===== config.mk =====
export PLATFORM = sky130hd
export DESIGN_NAME = l2_cache_ctrl
export DESIGN_NICKNAME = d
export VERILOG_FILES = /design/src/rtl/l2_cache_ctrl.sv
export SDC_FILE = /design/constraint.sdc
export NUM_CORES = 2
export LEC_CHECK = 0
export ABC_AREA = 1
export CORE_MARGIN = 1
export CORE_UTILIZATION = 30
export CTS_CLUSTER_SIZE = 8
export DETAILED_ROUTE_END_ITERATION = 8
export GPL_ROUTABILITY_DRIVEN = 1
export PLACE_DENSITY_LB_ADDON = 0.05
export SYNTH_ARGS = -nofsm -noshare
export SYNTH_HDL_FRONTEND = slang
export SYNTH_SLANG_ARGS = --single-unit
export TNS_END_PERCENT = 1

===== constraint.sdc =====
create_clock -name clk -period 11.75 [get_ports clk]
set_clock_uncertainty 0.1 [all_clocks]
set_input_delay 3.525 -clock clk [delete_from_list [all_inputs] [get_ports clk]]
set_output_delay 3.525 -clock clk [all_outputs]
set_load 0.01 [all_outputs]

===== src/rtl/l2_cache_ctrl.sv =====
// l2_cache_ctrl: 2-way set-associative, write-back L2 cache with LRU
// replacement between a block-granular L1 port and a block-wide memory port.
// Tag/data/valid/dirty/LRU state lives in flops. Every output is registered.
module l2_cache_ctrl #(
  parameter int SETS   = 8,
  parameter int IDXLEN = 3,
  parameter int TAGLEN = 25
) (
  input  logic                     clk,
  input  logic                     proc_reset,
  input  logic                     read,
  input  logic                     write,
  input  logic [29:0]              addr,
  input  logic [127:0]             wdata,
  output logic [127:0]             rdata,
  output logic                     ready,
  output logic                     stall,
  output logic                     mem_read,
  output logic                     mem_write,
  output logic [TAGLEN+IDXLEN-1:0] mem_addr,
  output logic [127:0]             mem_wdata,
  input  logic [127:0]             mem_rdata,
  input  logic                     mem_ready
);

  localparam logic [2:0] S_IDLE      = 3'd0;
  localparam logic [2:0] S_COMPARE   = 3'd1;
  localparam logic [2:0] S_WRITEBACK = 3'd2;
  localparam logic [2:0] S_ALLOCATE  = 3'd3;
  localparam logic [2:0] S_FILLW     = 3'd4;
  localparam logic [2:0] S_RESPOND   = 3'd5;

  logic [2:0]        state;
  logic [2:0]        next_state;

  // Per-set line state: one bit per way for valid/dirty, one LRU bit per set
  // naming the way to evict next.
  logic [1:0]        valid [SETS];
  logic [1:0]        dirty [SETS];
  logic [SETS-1:0]   lru;
  logic [TAGLEN-1:0] tag_arr  [SETS][2];
  logic [127:0]      data_arr [SETS][2];

  // Request latched in IDLE so L1 may change its inputs afterwards.
  logic [IDXLEN-1:0] req_idx;
  logic [TAGLEN-1:0] req_tag;
  logic              req_read;
  logic [127:0]      req_wdata;
  logic              victim;

  logic              hit0;
  logic              hit1;
  logic              hit;
  logic              hit_way;
  logic              victim_sel;
  logic              victim_dirty;

  // Word-offset bits do not participate in a block-granular cache.
  logic              unused_addr_bits;
  assign unused_addr_bits = ^addr[1:0];

  // Tag lookup and victim choice for the latched request.
  always_comb begin
    hit0         = valid[req_idx][0] && (tag_arr[req_idx][0] == req_tag);
    hit1         = valid[req_idx][1] && (tag_arr[req_idx][1] == req_tag);
    hit          = hit0 || hit1;
    hit_way      = !hit0;
    if (!valid[req_idx][0])      victim_sel = 1'b0;
    else if (!valid[req_idx][1]) victim_sel = 1'b1;
    else                         victim_sel = lru[req_idx];
    victim_dirty = valid[req_idx][victim_sel] && dirty[req_idx][victim_sel];
  end

  // Next-state logic of the controller FSM.
  always_comb begin
    // NOTE: default first so every path assigns next_state and no latch is inferred.
    next_state = state;
    case (state)
      S_IDLE:      if (read || write) next_state = S_COMPARE;
      S_COMPARE: begin
        if (hit)               next_state = S_RESPOND;
        else if (victim_dirty) next_state = S_WRITEBACK;
        else if (req_read)     next_state = S_ALLOCATE;
        else                   next_state = S_FILLW;
      end
      S_WRITEBACK: if (mem_ready) next_state = req_read ? S_ALLOCATE : S_FILLW;
      S_ALLOCATE:  if (mem_ready) next_state = S_RESPOND;
      S_FILLW:     next_state = S_RESPOND;
      S_RESPOND:   next_state = S_IDLE;
      default:     next_state = S_IDLE;
    endcase
  end

  // State, registered outputs, request latch and line bookkeeping.
  always_ff @(posedge clk) begin
    if (proc_reset) begin
      state     <= S_IDLE;
      rdata     <= '0;
      ready     <= 1'b0;
      stall     <= 1'b0;
      mem_read  <= 1'b0;
      mem_write <= 1'b0;
      mem_addr  <= '0;
      mem_wdata <= '0;
      lru       <= '0;
      req_idx   <= '0;
      req_tag   <= '0;
      req_read  <= 1'b0;
      req_wdata <= '0;
      victim    <= 1'b0;
      for (int s = 0; s < SETS; s++) begin
        valid[s] <= 2'b00;
        dirty[s] <= 2'b00;
      end
    end else begin
      // NOTE: non-blocking assignments so every register samples pre-edge values.
      state     <= next_state;
      ready     <= (next_state == S_RESPOND);
      stall     <= (next_state == S_WRITEBACK) || (next_state == S_ALLOCATE);
      mem_read  <= (next_state == S_ALLOCATE);
      mem_write <= (next_state == S_WRITEBACK);
      case (state)
        S_IDLE: begin
          if (read || write) begin
            req_idx   <= addr[IDXLEN+1:2];
            req_tag   <= addr[29:IDXLEN+2];
            req_read  <= read;
            req_wdata <= wdata;
          end
        end
        S_COMPARE: begin
          victim <= victim_sel;
          if (hit) begin
            lru[req_idx] <= ~hit_way;
            if (req_read) rdata <= data_arr[req_idx][hit_way];
            else          dirty[req_idx][hit_way] <= 1'b1;
          end else if (victim_dirty) begin
            mem_addr  <= {tag_arr[req_idx][victim_sel], req_idx};
            mem_wdata <= data_arr[req_idx][victim_sel];
          end else if (req_read) begin
            mem_addr <= {req_tag, req_idx};
          end
        end
        S_WRITEBACK: begin
          if (mem_ready) begin
            dirty[req_idx][victim] <= 1'b0;
            if (req_read) mem_addr <= {req_tag, req_idx};
          end
        end
        S_ALLOCATE: begin
          if (mem_ready) begin
            valid[req_idx][victim] <= 1'b1;
            dirty[req_idx][victim] <= 1'b0;
            lru[req_idx]           <= ~victim;
            rdata                  <= mem_rdata;
          end
        end
        S_FILLW: begin
          valid[req_idx][victim] <= 1'b1;
          dirty[req_idx][victim] <= 1'b1;
          lru[req_idx]           <= ~victim;
        end
        default: ;
      endcase
    end
  end

  // Tag and data arrays: written on write hit, memory fill or full-block write fill.
  // NOTE: these arrays have no reset; valid bits gate every use of their contents.
  always_ff @(posedge clk) begin
    if (state == S_COMPARE && hit && !req_read) begin
      data_arr[req_idx][hit_way] <= req_wdata;
    end else if (state == S_ALLOCATE && mem_ready) begin
      data_arr[req_idx][victim] <= mem_rdata;
      tag_arr[req_idx][victim]  <= req_tag;
    end else if (state == S_FILLW) begin
      data_arr[req_idx][victim] <= req_wdata;
      tag_arr[req_idx][victim]  <= req_tag;
    end
  end

endmodule


; ---- After elaboration in Yosys (flattened, before gate mapping)
; Memories as Yosys holds them, arrays and structs flattened. A register that Yosys moved wholly into a read port is not among the register bits.
; Cells that the tools add are included.
[totals]
n_memories = 4
in_bits = 291
word_cells = 1307
output_inout_bits = 288
ff_bits = 457
ram_bits = 2480
[op_classes]
n_reduce_logical = 27
bitwise_logic = 575
n_mux = 661
eq_ne = 14
magnitude_cmp = 12
[memory_table]
columns = name, words, word_bits, read_ports, rd_ports_with_merged_regs, write_ports, line
row1 = data_arr, 8, 256, 1, 1, 1, 42  ; logic [127:0] data_arr [SETS][2];
row2 = tag_arr, 8, 50, 1, 1, 1, 41  ; logic [TAGLEN-1:0] tag_arr [SETS][2];
row3 = dirty, 8, 2, 1, 1, 8, 39  ; logic [1:0] dirty [SETS];
row4 = valid, 8, 2, 1, 1, 8, 38  ; logic [1:0] valid [SETS];
[ops]
columns = op, count
row1 = two-way mux 128 bit, 11
row2 = two-way mux 256 bit, 3
row3 = two-way mux 1 bit, 598
row4 = OR 1 bit, 570
row5 = demux 128 bit (select 1 bit), 2
row6 = one-hot mux 128 bit (2 select lines), 1
row7 = two-way mux 28 bit, 4
row8 = two-way mux 25 bit, 4
row9 = two-way mux 50 bit, 2
row10 = one-hot mux 28 bit (2 select lines), 1
row11 = equality test 25 bit, 2
row12 = two-way mux 3 bit, 16
row13 = demux 25 bit (select 1 bit), 1
row14 = one-hot mux 8 bit (3 select lines), 1
row15 = bitwise mux 8 bit, 2
row16 = two-way mux 2 bit, 8
row17 = two-way mux 8 bit, 2
row18 = one-hot mux 3 bit (5 select lines), 1
row19 = equality test 3 x 2 -> 1 bit (second input constant), 4
row20 = logical AND 1 bit, 11
row21 = inequality test 2 bit (second input constant), 5
row22 = AND reduction 3 bit, 3
row23 = equality test 3 bit (second input constant), 2
row24 = greater-or-equal comparator 2 bit (second input constant), 3
row25 = other kinds (19), 32

; ---- Longest topological paths before layout
[depth]
depth_word = 13
mapped_depth = 24
depth_no_buf = 19

; ---- Least setup slack after synthesis
; OpenSTA, ideal clock, no wires.
[synth_path]
path_kind = input-to-reg
startpoint = in mem_ready
endpoint = mem data_arr[2][0] in the netlist's numbering (enable)
cell_stages = 7
t_arrival_ns = 10.467
setup_ns = 0.658
slack_ns = 0.525
path_buffers = 1
cell_sequence = inv_1 nor2_1 inv_1 nand2_1 nand2_1 clkbuf_1 a21oi_1
[synth_between]
elab_chain_len = 6
word_cells_on_any_way = 9
classes_between = mux (6) / bitwise (2) / reduce/logical (1)
[synth_rtl]
columns = element, line
row1 = "start, declared", 23  ; input logic mem_ready
row2 = logical AND 1 bit (*), 173  ; end else if (state == S_ALLOCATE && mem_ready) begin
row3 = two-way mux 1 bit, 173
row4 = two-way mux 1 bit, 171  ; if (state == S_COMPARE && hit && !req_read) begin
row5 = two-way mux 256 bit (implied by the code), 174  ; data_arr[req_idx][victim] <= mem_rdata;
row6 = OR 1 bit (no source line), --
row7 = OR 1 bit (no source line) (*), --
row8 = "end, declared", 42
; Every way passes the cells marked *; elsewhere a longest branch is shown, timed or not.

==> results by group <==
Pwr
  • Pwr Density: 218 nW/µm²
  • Int Power: 21.1 mW
  • Combinational Power Share: 0.245
  • Peak supply drop: 0.000126 V
  • Switch Pwr: 10.8 mW
  • Seq pwr share: 0.403
  • Net Sw Frac: 0.338
  • Leak: 53.2 nW
  • Overall Power: 31.9 mW
  • Clock share of power: 0.352

Worst setup path
  • WP data required: 12530 ps
  • Reg-to-Reg End: mem_addr[25]
  • Crit path max fanout: 120
  • Setup CP Type: reg -> reg
  • CP arrival: 8340 ps
  • Critical Path Start Type: flop
  • Reg-to-reg slack, setup: 4190 ps
  • Worst Setup End Kind: flop
  • Register-to-Register Path Depth: 21

Synth
  • Synth Register Bits: 2940
  • Largest cells by area after synthesis: edfxtp_1 (60%), nor2_1 (8.6%), dfxtp_1 (7.7%), o21ai_0 (7.2%), nand2_1 (6.1%)
  • Xor/xnor cell area share of the yosys netlist: 0
  • Post-synthesis mux area share: 0.00904
  • Syn Area/Cell: 10.2 µm²
  • Yosys cell types: 32
  • Syn. warnings: 0
  • Cell Area, Synth: 123000 µm²
  • Synth Instances: 12057
  • Synth Area in Compound Gates: 0.103
  • Net count of the mapped netlist: 12348
  • Simple-Gate Fraction of Synth Area: 0.164
  • Top cell type's share of synthesized area: 0.602
  • Post-synth top area cell: edfxtp_1
  • Main combinational cell family by area after synthesis: simple AND/OR/NAND/NOR gates
  • Post-synthesis sequential area ratio: 0.679
  • Post-synthesis adder-cell area fraction: 0

Timing
  • Fin crit period: 7560 ps
  • Final setup violating endpoints: 0
  • RSZ-0062 raised after global routing: false
  • Least-Margin Pin Slew: 1230 ps
  • Hold Fails Final Rpt: 0
  • Hold slack: 356 ps
  • Tcrit/Tclk final: 0.644
  • Relative slew margins: 0.179
  • Final-report max-slew violation count: 0
  • Final TNS setup: 0 ps
  • Max Clk Rate: 132 MHz

Routing
  • Initial DRC count: 6835
  • Wire per inst: 25.2 µm
  • Routed WL: 458000 µm
  • Vias per std cell: 4.93
  • Vias after detailed routing: 89810
  • DRC viols: 0
  • Post-DRT Antenna Nets: 0
  • Pre-Repair DR Iteration Count: 6

Floorplan
  • Die Y: 642 µm
  • Initial Util: 0.302
  • Core Region: 407000 µm²
  • Die footprint: 412000 µm²
  • Row cnt: 234
  • Top-Level Pins: 579
  • Die Width: 642 µm

Clock network
  • Clock Latency Late Sink: 970 ps
  • Clock sinks: 2940
  • CTS root buf: clkbuf_16
  • CTS Hold Bufs: 0
  • TritonCTS clock tree: built
  • Worst-path clk slew: 50 ps
  • Setup Fix Bufs, Post-CTS: 0
  • H-tree depth: 5
  • Cts bufs inserted: 408
  • Post-cts repair resize count: 0
  • Clock Path Buffers: 4

Placed design
  • PortBufs: 576
  • Dpl cell area: 134000 µm²
  • Detailed placement HPWL: 251000 µm
  • Gpl congestion: 0.781
  • Placed Cells: 17445

Worst hold path
  • Worst Hold Depth: 2
  • Hold endpoint: valid[4][0]
  • Worst min path class: reg -> reg
  • Worst min-delay path startpoint: valid[4][0]

Final layout
  • Area grow syn2layout: 18.9%
  • Ratio of cells with drive above 1 in the final layout: 0.0528
  • Nets: 12718
  • Area of the multi-input gates: 34200 µm²
  • Sequential cell area: 83500 µm²
  • Post-route cell area: 146000 µm²
  • Fill count: 40593
  • Final Non-Filler Cells: 18199

GRT
  • Antenna violations before repair: 17
  • GRT overflow: 0
  • Largest net degree at the start of global routing: 231
  • Vias in the first global route: 87261
  • Gr usage total: 0.216
  • First-pass GRT wire length: 649000 µm

Status
  • Outcome: completed

Run
  • Max-Cap Viols: 0
[cell type report]
type	count	share of cell area
Sequential cell	2940	0.571
Clock inverter	21	0.00240
Tap cell	5428	0.0464
Clock buffer	727	0.0794
Inverter	601	0.0157
Multi-Input combinational cell	7725	0.234
Antenna cell	6	0.000103
Timing Repair Buffer	751	0.0509
[how the worst max path moves through the flow]
stage,startpoint,endpoint,slack (ps),depth (start not counted)
5_1_grt,flop,mem_addr[9],3690,21
4_1_cts,flop,mem_addr[25],4070,21
3_3_place_gp,mem_ready,data_arr[7][236],3820,11
6_report,flop,mem_addr[25],4190,21
3_5_place_dp,mem_ready,data_arr[7][236],3750,11
2_1_floorplan,mem_ready,data_arr[2][0],530,7
[layer usage]
metal / share of wire / global-route usage
met5: 0.000037 / 0
met3: 0.041 / 0.0236
met4: 0.027 / 0.0570
met1: 0.45 / 0.288
met2: 0.48 / 0.371
[power by group through the flow]
stage	registers [mW]	logic, mW	clock network, mW
after floorplan	12.9	4.77	0
after global placement	13.0	7.87	0
after detailed placement	13.1	7.94	0
after CTS	12.8	7.97	11.5
after global routing	12.9	8.70	11.9
final	12.8	7.80	11.2
[stage by stage]
stage | utilization | setup WS, ps
finish | 0.359 | 4190
global route | 0.359 | 3690
CTS | 0.359 | 4070
detailed placement | 0.330 | 3750
global placement | 0.330 | 3820
floorplan | - | 525
[registers in the layout, summed over array words and instances (netlist names), 8 cells and up, named ones only]
| name | flops |
|---|---|
| data_arr | 2048 |
| dirty | 16 |
| lru | 8 |
| mem_addr | 28 |
| mem_wdata | 128 |
| rdata | 128 |
| req_tag | 25 |
| req_wdata | 128 |
| tag_arr | 400 |
| valid | 16 |
[logic make-up after synthesis]
logic type,Yosys count
DFF,2940
muxes,111
buffers and inverters,1392
AOI/OAI and AO/OA,2396
and+or+nand+nor,5218
[worst max-delay path, cell delays in order, from the launching register on]
cell and delay [ps]:
dfxtp_4 530, inv_8 640, buf_4 750, nand2_1 110, nand2_1 100, nand2_1 50, nand3_1 160, nand2_1 110
nand2_1 110, nand2_1 70, nor2_1 170, nand3_1 200, nor2_4 130, buf_4 430, nand3_4 720, nand3_4 870
buf_12 500, nand2_2 60, buf_4 300, inv_1 860, nor2_1 80, nor2_1 130
[synthesized netlist by cell type]
| master | instances |
|---|---|
| a22oi_1 | 5 |
| clkbuf_1 | 531 |
| nor3_1 | 11 |
| nand4_1 | 6 |
| a31oi_1 | 120 |
| nor2_2 | 2 |
| nand2_1 | 1999 |
| edfxtp_1 | 2464 |
| o31ai_1 | 1 |
| a32o_1 | 1 |
| nand3_4 | 2 |
| nand3_1 | 363 |
| dfxtp_1 | 476 |
| o22ai_1 | 386 |
| mux2i_1 | 111 |
| buf_1 | 66 |
| nor2_1 | 2830 |
| o221ai_1 | 17 |
| inv_2 | 5 |
| inv_1 | 591 |
| and2_0 | 1 |
| nor4_1 | 1 |
| buf_6 | 1 |
| o21ai_0 | 1774 |
| nor2_4 | 1 |
| buf_2 | 181 |
| o21ai_1 | 31 |
| nand2_2 | 2 |
| a21oi_1 | 58 |
| buf_4 | 12 |
| o211ai_1 | 3 |
| clkinv_1 | 5 |
[placed cells by master (no fill, tap or decap), drive strengths merged, types with 17 or more instances in the layout]
master | Yosys | layout
clkbuf | 531 | 727
mux2i | 111 | 111
o221ai | 17 | 17
clkdlybuf4s50 | 0 | 576
buf | 260 | 175
nand3 | 365 | 365
edfxtp | 2464 | 2464
o21ai | 1805 | 1805
inv | 596 | 611
o22ai | 386 | 386
a21oi | 58 | 58
nor2 | 2833 | 2833
nand2 | 2001 | 2001
a31oi | 120 | 120
dfxtp | 476 | 476
Power figures use the tool's default switching activity.
